[src/rtl/ga_pkg.sv]
// ============================================================================
// Module   : ga_pkg
// Purpose  : Shared Gate Array types and constants for the video path and the
//            register write decoder.
// Revision : 1.0 - initial release
// ============================================================================
`default_nettype none

package ga_pkg;

    localparam logic [1:0] GA_MODE0 = 2'd0;
    localparam logic [1:0] GA_MODE1 = 2'd1;
    localparam logic [1:0] GA_MODE2 = 2'd2;
    localparam logic [1:0] GA_MODE3 = 2'd3;

    typedef logic [3:0] pen_t;
    typedef logic [4:0] hw_colour_t;

    localparam hw_colour_t GA_BORDER_RESET = 5'b10000;

endpackage

`default_nettype wire

[src/rtl/pen_decode.sv]
// ============================================================================
// Module   : pen_decode
// Purpose  : Extracts the pen of the current pixel from a video byte.
//            Optional macro PIXEL_MODE3_EN enables the 4-pen mode 3 decode.
// Revision : 1.0 - initial release
// ============================================================================
`default_nettype none

module pen_decode
    import ga_pkg::*;
(
    input  logic [7:0] pix_byte,
    input  logic [1:0] mode,
    input  logic [2:0] phase,
    output pen_t       pen
);

    logic [2:0] w_idx_wide;
    logic [2:0] w_idx_med;

    // Pixel index within the byte for 4-cycle and 2-cycle pixel modes
    assign w_idx_wide = {2'b00, phase[2]};
    assign w_idx_med  = {1'b0, phase[2:1]};

    always_comb begin
        pen = '0;
        case (mode)
            GA_MODE2: pen = {3'b000, pix_byte[3'd7 - phase]};
            GA_MODE1: pen = {2'b00, pix_byte[3'd3 - w_idx_med],
                             pix_byte[3'd7 - w_idx_med]};
`ifdef PIXEL_MODE3_EN
            GA_MODE3: pen = {2'b00, pix_byte[3'd3 - w_idx_wide],
                             pix_byte[3'd7 - w_idx_wide]};
`endif
            default:  pen = {pix_byte[3'd1 - w_idx_wide], pix_byte[3'd5 - w_idx_wide],
                             pix_byte[3'd3 - w_idx_wide], pix_byte[3'd7 - w_idx_wide]};
        endcase
    end

endmodule

`default_nettype wire

[src/rtl/pixel_serializer.sv]
// ============================================================================
// Module   : pixel_serializer
// Purpose  : Splits 16-bit video words into pixels, resolves pens through the
//            ink planes and outputs border outside the display / on underrun.
//            Optional macro PIXEL_MODE3_EN (handled in pen_decode).
// Revision : 1.0 - initial release
// ============================================================================
`default_nettype none

module pixel_serializer
    import ga_pkg::*;
(
    input  logic        CLK_n,
    input  logic        RESET,
    input  logic        PIX_LOAD,
    input  logic [15:0] VDATA,
    input  logic        DISPEN,
    input  logic        HSYNC,
    input  logic [1:0]  MODE,
    input  logic [4:0]  BORDER,
    input  logic [15:0] INKR0,
    input  logic [15:0] INKR1,
    input  logic [15:0] INKR2,
    input  logic [15:0] INKR3,
    input  logic [15:0] INKR4,
    output logic [4:0]  COLOUR
);

    logic [15:0] r_word;
    logic        r_disp;
    logic [3:0]  r_phase;
    logic        r_underrun;
    logic [1:0]  r_mode;
    logic [1:0]  r_mode_pend;
    logic        r_hsync_d;
    hw_colour_t  r_colour;

    logic [7:0]  w_byte;
    pen_t        w_pen;
    hw_colour_t  w_colour;

    assign w_byte = r_phase[3] ? r_word[7:0] : r_word[15:8];

    pen_decode u_pen_decode (
        .pix_byte (w_byte),
        .mode     (r_mode),
        .phase    (r_phase[2:0]),
        .pen      (w_pen)
    );

    always_comb begin
        w_colour = BORDER;
        if (r_disp && !r_underrun) begin
            w_colour = {INKR4[w_pen], INKR3[w_pen], INKR2[w_pen],
                        INKR1[w_pen], INKR0[w_pen]};
        end
    end

    always_ff @(posedge CLK_n) begin
        if (RESET) begin
            r_word      <= '0;
            r_disp      <= 1'b0;
            r_phase     <= 4'd15;
            r_underrun  <= 1'b1;
            r_mode      <= GA_MODE0;
            r_mode_pend <= GA_MODE0;
            r_hsync_d   <= 1'b0;
            r_colour    <= '0;
        end else begin
            r_hsync_d <= HSYNC;
            // Pending mode only moves to the word mode at a load, so a word never splits
            if (HSYNC && !r_hsync_d) begin
                r_mode_pend <= MODE;
            end
            if (PIX_LOAD) begin
                r_word     <= VDATA;
                r_disp     <= DISPEN;
                r_mode     <= r_mode_pend;
                r_phase    <= 4'd0;
                r_underrun <= 1'b0;
            end else if (r_phase == 4'd15) begin
                r_underrun <= 1'b1;
            end else begin
                r_phase <= r_phase + 4'd1;
            end
            r_colour <= w_colour;
        end
    end

    assign COLOUR = r_colour;

endmodule

`default_nettype wire

[config.mk]
export PLATFORM = sky130hd
export DESIGN_NAME = pixel_serializer
export DESIGN_NICKNAME = d
export VERILOG_FILES = /design/src/rtl/ga_pkg.sv /design/src/rtl/pen_decode.sv /design/src/rtl/pixel_serializer.sv
export SDC_FILE = /design/constraint.sdc
export NUM_CORES = 1
export LEC_CHECK = 0
export BUFFER_PORTS_ARGS = -buffer_cell sky130_fd_sc_hd__buf_4
export CAP_MARGIN = 30
export CORE_MARGIN = 1
export CORE_UTILIZATION = 30
export DETAILED_ROUTE_END_ITERATION = 16
export GPL_ROUTABILITY_DRIVEN = 0
export PLACE_DENSITY = 0.58
export RECOVER_POWER = 25
export SYNTH_ARGS = -nofsm -noshare
export SYNTH_HDL_FRONTEND = slang
export SYNTH_SLANG_ARGS = --single-unit
export TNS_END_PERCENT = 30
[constraint.sdc]
create_clock -name CLK_n -period 6.7 [get_ports CLK_n]
set_clock_uncertainty 0.2 [all_clocks]
set_input_delay 1.005 -clock CLK_n [delete_from_list [all_inputs] [get_ports CLK_n]]
set_output_delay 1.005 -clock CLK_n [all_outputs]
set_load 0.02 [all_outputs]
* Word-level counts from Yosys, hierarchy flattened *
Index checks and enable logic that the tools add are counted.

operators by class
  add/subtract/negate cells = 8
  magnitude comparators = 8
  eq/ne operators = 4
  mux-type cells = 31
  reductions and logical operators = 5

operators with widths
  operator                                                                count
  3-bit by 4-bit < comparator with 1-bit output (second input constant)   7
  1-bit binary-select mux with 3-bit select                               7
  1-bit binary-select mux with 4-bit select                               5
  1-bit 2-to-1 mux                                                        14
  4-bit 2-to-1 mux                                                        2
  8-bit 2-to-1 mux                                                        1
  4-bit one-hot mux with 2 select lines                                   1
  4-bit by 5-bit < comparator with 1-bit output (second input constant)   1
  5-bit 2-to-1 mux                                                        1
  4-bit by 1-bit adder with 4-bit output (second input constant)          1
  4-bit equality test (second input constant)                             1
  1-bit by 2-bit subtractor with 3-bit output (first input constant)      1
  2-bit by 1-bit subtractor with 3-bit output (first input constant)      1
  2-bit by 2-bit subtractor with 3-bit output (first input constant)      1
  3-bit by 1-bit subtractor with 3-bit output (first input constant)      1
  3-bit by 2-bit subtractor with 3-bit output (first input constant)      1
  3-bit subtractor (first input constant)                                 1
  2-bit by 1-bit equality test with 1-bit output (second input constant)  1
  2-bit equality test (second input constant)                             1
  1-bit logical AND                                                       2
  1-bit logical NOT                                                       2
  2-bit != test (second input constant)                                   1
  2-bit nonzero test                                                      1
  1-bit by 1-bit subtractor with 2-bit output (first input constant)      1

word-level totals
  register bits = 32

* Longest topological paths before layout *
  depth in word-level cells = 7
  depth in mapped cells = 10
  gate-level depth less buffers = 8

* Modules after synthesis *
Synthesis repeated with hierarchy kept, for this count alone.

unflattened totals
  cells, all modules = 183
  area, all modules = 2109.5 um^2

modules (own cells, without submodules)
  module            times used  cells an instance  area an instance (um^2)
  pixel_serializer  1           156                1845.5
  pen_decode        1           27                 264.0

* Worst setup path before layout *
OpenSTA, ideal clock, no wires.

  path type = flip-flop to flip-flop
  start point = reg r_mode[0]
  end point = reg r_colour[4] (netlist: COLOUR[4])
  library setup time = 0.095 ns
  data arrival time = 2.183 ns
  slack = 4.221 ns
  stages on the path, launching flop included = 10
  path buffers = 2
  clock period less this slack = 2.479 ns
  cells stage by stage = dfxtp_1 > inv_1 > ha_1 > clkbuf_8 > and3b_2 > a311oi_1 > buf_2 > mux2i_1 > mux2i_1 > a221oi_1

between the ends
  cells in the longest elaborated chain, start to end = 5

ends and longest elaborated chain
  element                                                                                RTL line                source
  start: declaration                                                                     pixel_serializer.sv:33  logic [1:0] r_mode;
  start signal: assignment                                                               pixel_serializer.sv:78  r_mode <= r_mode_pend;
  2-bit by 1-bit equality test with 1-bit output or 2-bit equality test (tied branches)  pen_decode.sv:27        case (mode)
  4-bit one-hot mux with 2 select lines *                                                pen_decode.sv:27
  1-bit binary-select mux with 4-bit select *                                            pixel_serializer.sv:54  w_colour = {INKR4[w_pen], INKR3[w_pen], INKR2[w_pen],
  1-bit 2-to-1 mux (implied by the code) *                                               pixel_serializer.sv:54
  5-bit 2-to-1 mux *                                                                     pixel_serializer.sv:53  if (r_disp && !r_underrun) begin
  end signal: assignment                                                                 pixel_serializer.sv:86  r_colour <= w_colour;
  end: declaration                                                                       pixel_serializer.sv:36  hw_colour_t r_colour;

Mark *: on every way between the ends. The rest lies on a longest branch, timed or not. The select of a mux whose other input is x is not followed.
A chain may end at the register's enable or synchronous reset.

* Worst setup path after layout *
  start point = reg r_phase[3]
  end point = reg r_colour[4] (netlist: COLOUR[4])

between the ends
  cells in the longest elaborated chain, start to end = 7

ends and longest elaborated chain
  element                                                              RTL line                source
  start: declaration                                                   pixel_serializer.sv:31  logic [3:0] r_phase;
  start signal: assignment                                             pixel_serializer.sv:84  r_phase <= r_phase + 4'd1;
  8-bit 2-to-1 mux *                                                   pixel_serializer.sv:42  assign w_byte = r_phase[3] ? r_word[7:0] : r_word[15:8];
  1-bit binary-select mux with 3-bit select, on equally long branches  -
  1-bit 2-to-1 mux, on equally long branches                           -
  4-bit one-hot mux with 2 select lines *                              pen_decode.sv:27
  1-bit binary-select mux with 4-bit select *                          pixel_serializer.sv:54
  1-bit 2-to-1 mux (implied by the code) *                             pixel_serializer.sv:54
  5-bit 2-to-1 mux *                                                   pixel_serializer.sv:53

Marked as above.

==> summary.txt <==
Yosys
  – Yosys reg bits: 32
  – Post-synthesis net count: 350
  – Most common cell in the synthesized netlist: mux2i_1
  – Mapped Area: 2420 µm²
  – Sequential area share after synthesis: 0.264
  – Ys async rst share: 0
  – Yosys top cell area share: 0.405
  – Synthesis Warnings: 0
  – EDFF count, synth: 0
  – Unique masters post-synth: 40
  – Gate Count Post-Synth: 239
  – Largest area contributor in the synthesized netlist: mux2i_1
  – Mean Syn Cell Area: 10.1 µm²
  – Post-synth top cells: mux2i_1 (98), dfxtp_1 (32), nor2_1 (21)
  – Ranking of synthesized cells by area: mux2i_1 (40%), dfxtp_1 (26%), buf_6 (3.3%)
  – Synth Flop Type: dfxtp_1

Route
  – DR iter-0 viols: 63
  – DRC: 0
  – TritonRoute pass-1 iters: 4
  – Via/cell ratio: 4.86
  – Final WL: 6360 µm
  – Vias: 2159
  – DR WL/cell: 14.3 µm
  – DRT antenna net count: 0

Global routing
  – Number of global-route vias before repair: 2119
  – Grt total ovfl: 0
  – Initial antenna violation count: 0
  – Largest net degree at the start of global routing: 41
  – First-pass GRT wire length: 10200 µm
  – Tot GR Track Use: 0.152

STA
  – Final worst setup slack: 3.44 ns
  – Final Hold Viols: 0
  – RSZ-0062 raised after global routing: no
  – Fin crit share: 0.487
  – Setup TNS: 0 ns
  – Pins Over Slew Limit: 0
  – Max Clock Freq: 0.307 GHz
  – Slew margin rel.: 0.137
  – Final worst path period need: 3.26 ns
  – Final setup vio count: 0
  – Worst-margin pin slew: 1.30 ns

CTS
  – Clk_lat worst skew: 0.29 ns
  – H-tree levels: 2
  – Clock Sink Count: 32
  – # hold bufs at CTS: 0
  – Num CTS Buffers: 5
  – Clock transition at the registers of the reported paths: 0.08 ns
  – Clk Tree Root Cell: clkbuf_8
  – Post-CTS Setup Inserts: 0
  – Post_cts resized: 0
  – Max Buffers Root-to-Sink: 2
  – CTS tree: done

Critical path
  – Worst Reg-to-Reg Cells: 7
  – Arr. time, crit path: 3.26 ns
  – Worst Path Required: 6.70 ns
  – Critical Path Start Type: register
  – Top cell by count, worst path: mux2i_1
  – Crit path kind: register to register
  – Setup crit end kind: register
  – Crit path largest cell delay: 0.75 ns
  – Crit-path max FO: 16
  – Worst path slowest cell: dfxtp_1
  – Cell Chain, Critical Path: mux2i_1 > o32ai_1 > a311oi_4 > buf_4 > mux2i_1 > mux2i_1 > a221oi_1

Die
  – Die Height: 91.9 µm
  – Die W: 91.9 µm
  – Initial Utilization: 0.312
  – Die Footprint: 8440 µm²
  – Num rows: 32
  – I/O pins: 113
  – Core region area: 7770 µm²

Power
  – Worst vdd ir: 0.000108 V
  – Tot Pwr: 0.596 mW
  – Power Density: 176 nW/µm²
  – Leak: 1.92 nW

Hold path
  – HP Class: register to register
  – Hold Crit Depth: 2

Final layout
  – Antenna fix cells: 0
  – Area grow syn2layout: 39.7%
  – Layout Nets: 452
  – Post-route cell area: 3380 µm²
  – Layout cell share with drive strength beyond 1: 0.386

Run
  – Max Cap Violations: 0

Placement
  – HPWL after detailed placement: 4800 µm
  – Dpl ws: 3.44 ns
  – IO Port Bufs: 112
  – DP Area: 3280 µm²

Outcome
  – Outcome: completed
[final timing paths]
check,from,endpoint,slack [ns]
max,r_phase[3],COLOUR[4],3.44
min,r_word[6],r_word[6],0.29
max reg2reg,r_phase[3],COLOUR[4],3.44
min reg2reg,r_word[6],r_word[6],0.29
[final cells by class]
cell class	count	area [µm²]
clock inverter	3	42.5
fill	790	4380
multi-input combinational	184	1640
tap	102	128
inverter	4	15.0
sequential	32	641
clock buffer	5	68.8
timing repair buffer	114	852
[cell usage in the layout, fill, tap and decap left out, types with 3 or more instances in the layout]
cell type  instances
buf_4            113
mux2i_1           98
dfxtp_1           32
nor2_1            21
o21bai_1          10
nand2b_1           5
nand2_1            5
a221oi_1           5
clkbuf_8           5
inv_1              4
nor2b_1            4
mux2_2             3
ha_1               3
[metrics by stage]
stage	util	hold WS, ns	std cells
after CTS	0.436	0.306	444
after detailed placement	0.422	0.286	436
after global routing	0.436	0.317	444
after global placement	0.422	0.275	436
after floorplan	-	0.252	239
final	0.436	0.293	444
[cells by family (layout without fill, tap and decap cells)]
group                      count (synthesis)  count (layout)  synth area share
adders and majority gates                  3               3            0.0155
and+or+nand+nor                           48              48             0.108
muxes                                    105             105             0.455
AOI/OAI and AO/OA                         27              27            0.0852
xor gates and xnor gates                   1               1           0.00362
DFF                                       32              32             0.264
buffers and inverters                     23             126            0.0687
[worst max-delay path, delay by kind of cell, from the launching register on]
kind	cells	cell delay (ns)
AO/OA/AOI/OAI	3	1.19
buffers and inverters	1	0.36
flip-flops	1	0.75
multiplexers	3	0.67
[flip-flops by register name, indices dropped and copies added (netlist names)]
| register | flops |
|---|---|
| COLOUR | 5 |
| r_disp | 1 |
| r_hsync_d | 1 |
| r_mode | 2 |
| r_mode_pend | 2 |
| r_phase | 4 |
| r_underrun | 1 |
| r_word | 16 |
[power breakdown]
part / switching (mW) / leakage (nW) / internal (mW) / total [mW]
clock: 0.0788 / 0.0541 / 0.110 / 0.189
combinational: 0.0787 / 1.60 / 0.110 / 0.189
sequential: 0.0152 / 0.265 / 0.203 / 0.218
total: 0.173 / 1.92 / 0.423 / 0.596
[per-layer routing]
metal	wire, µm	GRT usage	vias up
met5	0	0	-
met4	53	0.0352	0
met3	537	0.0464	7
met2	2850	0.238	87
met1	2920	0.204	980
li1	-	-	1085
No activity file was read; power rests on OpenSTA's default activity.
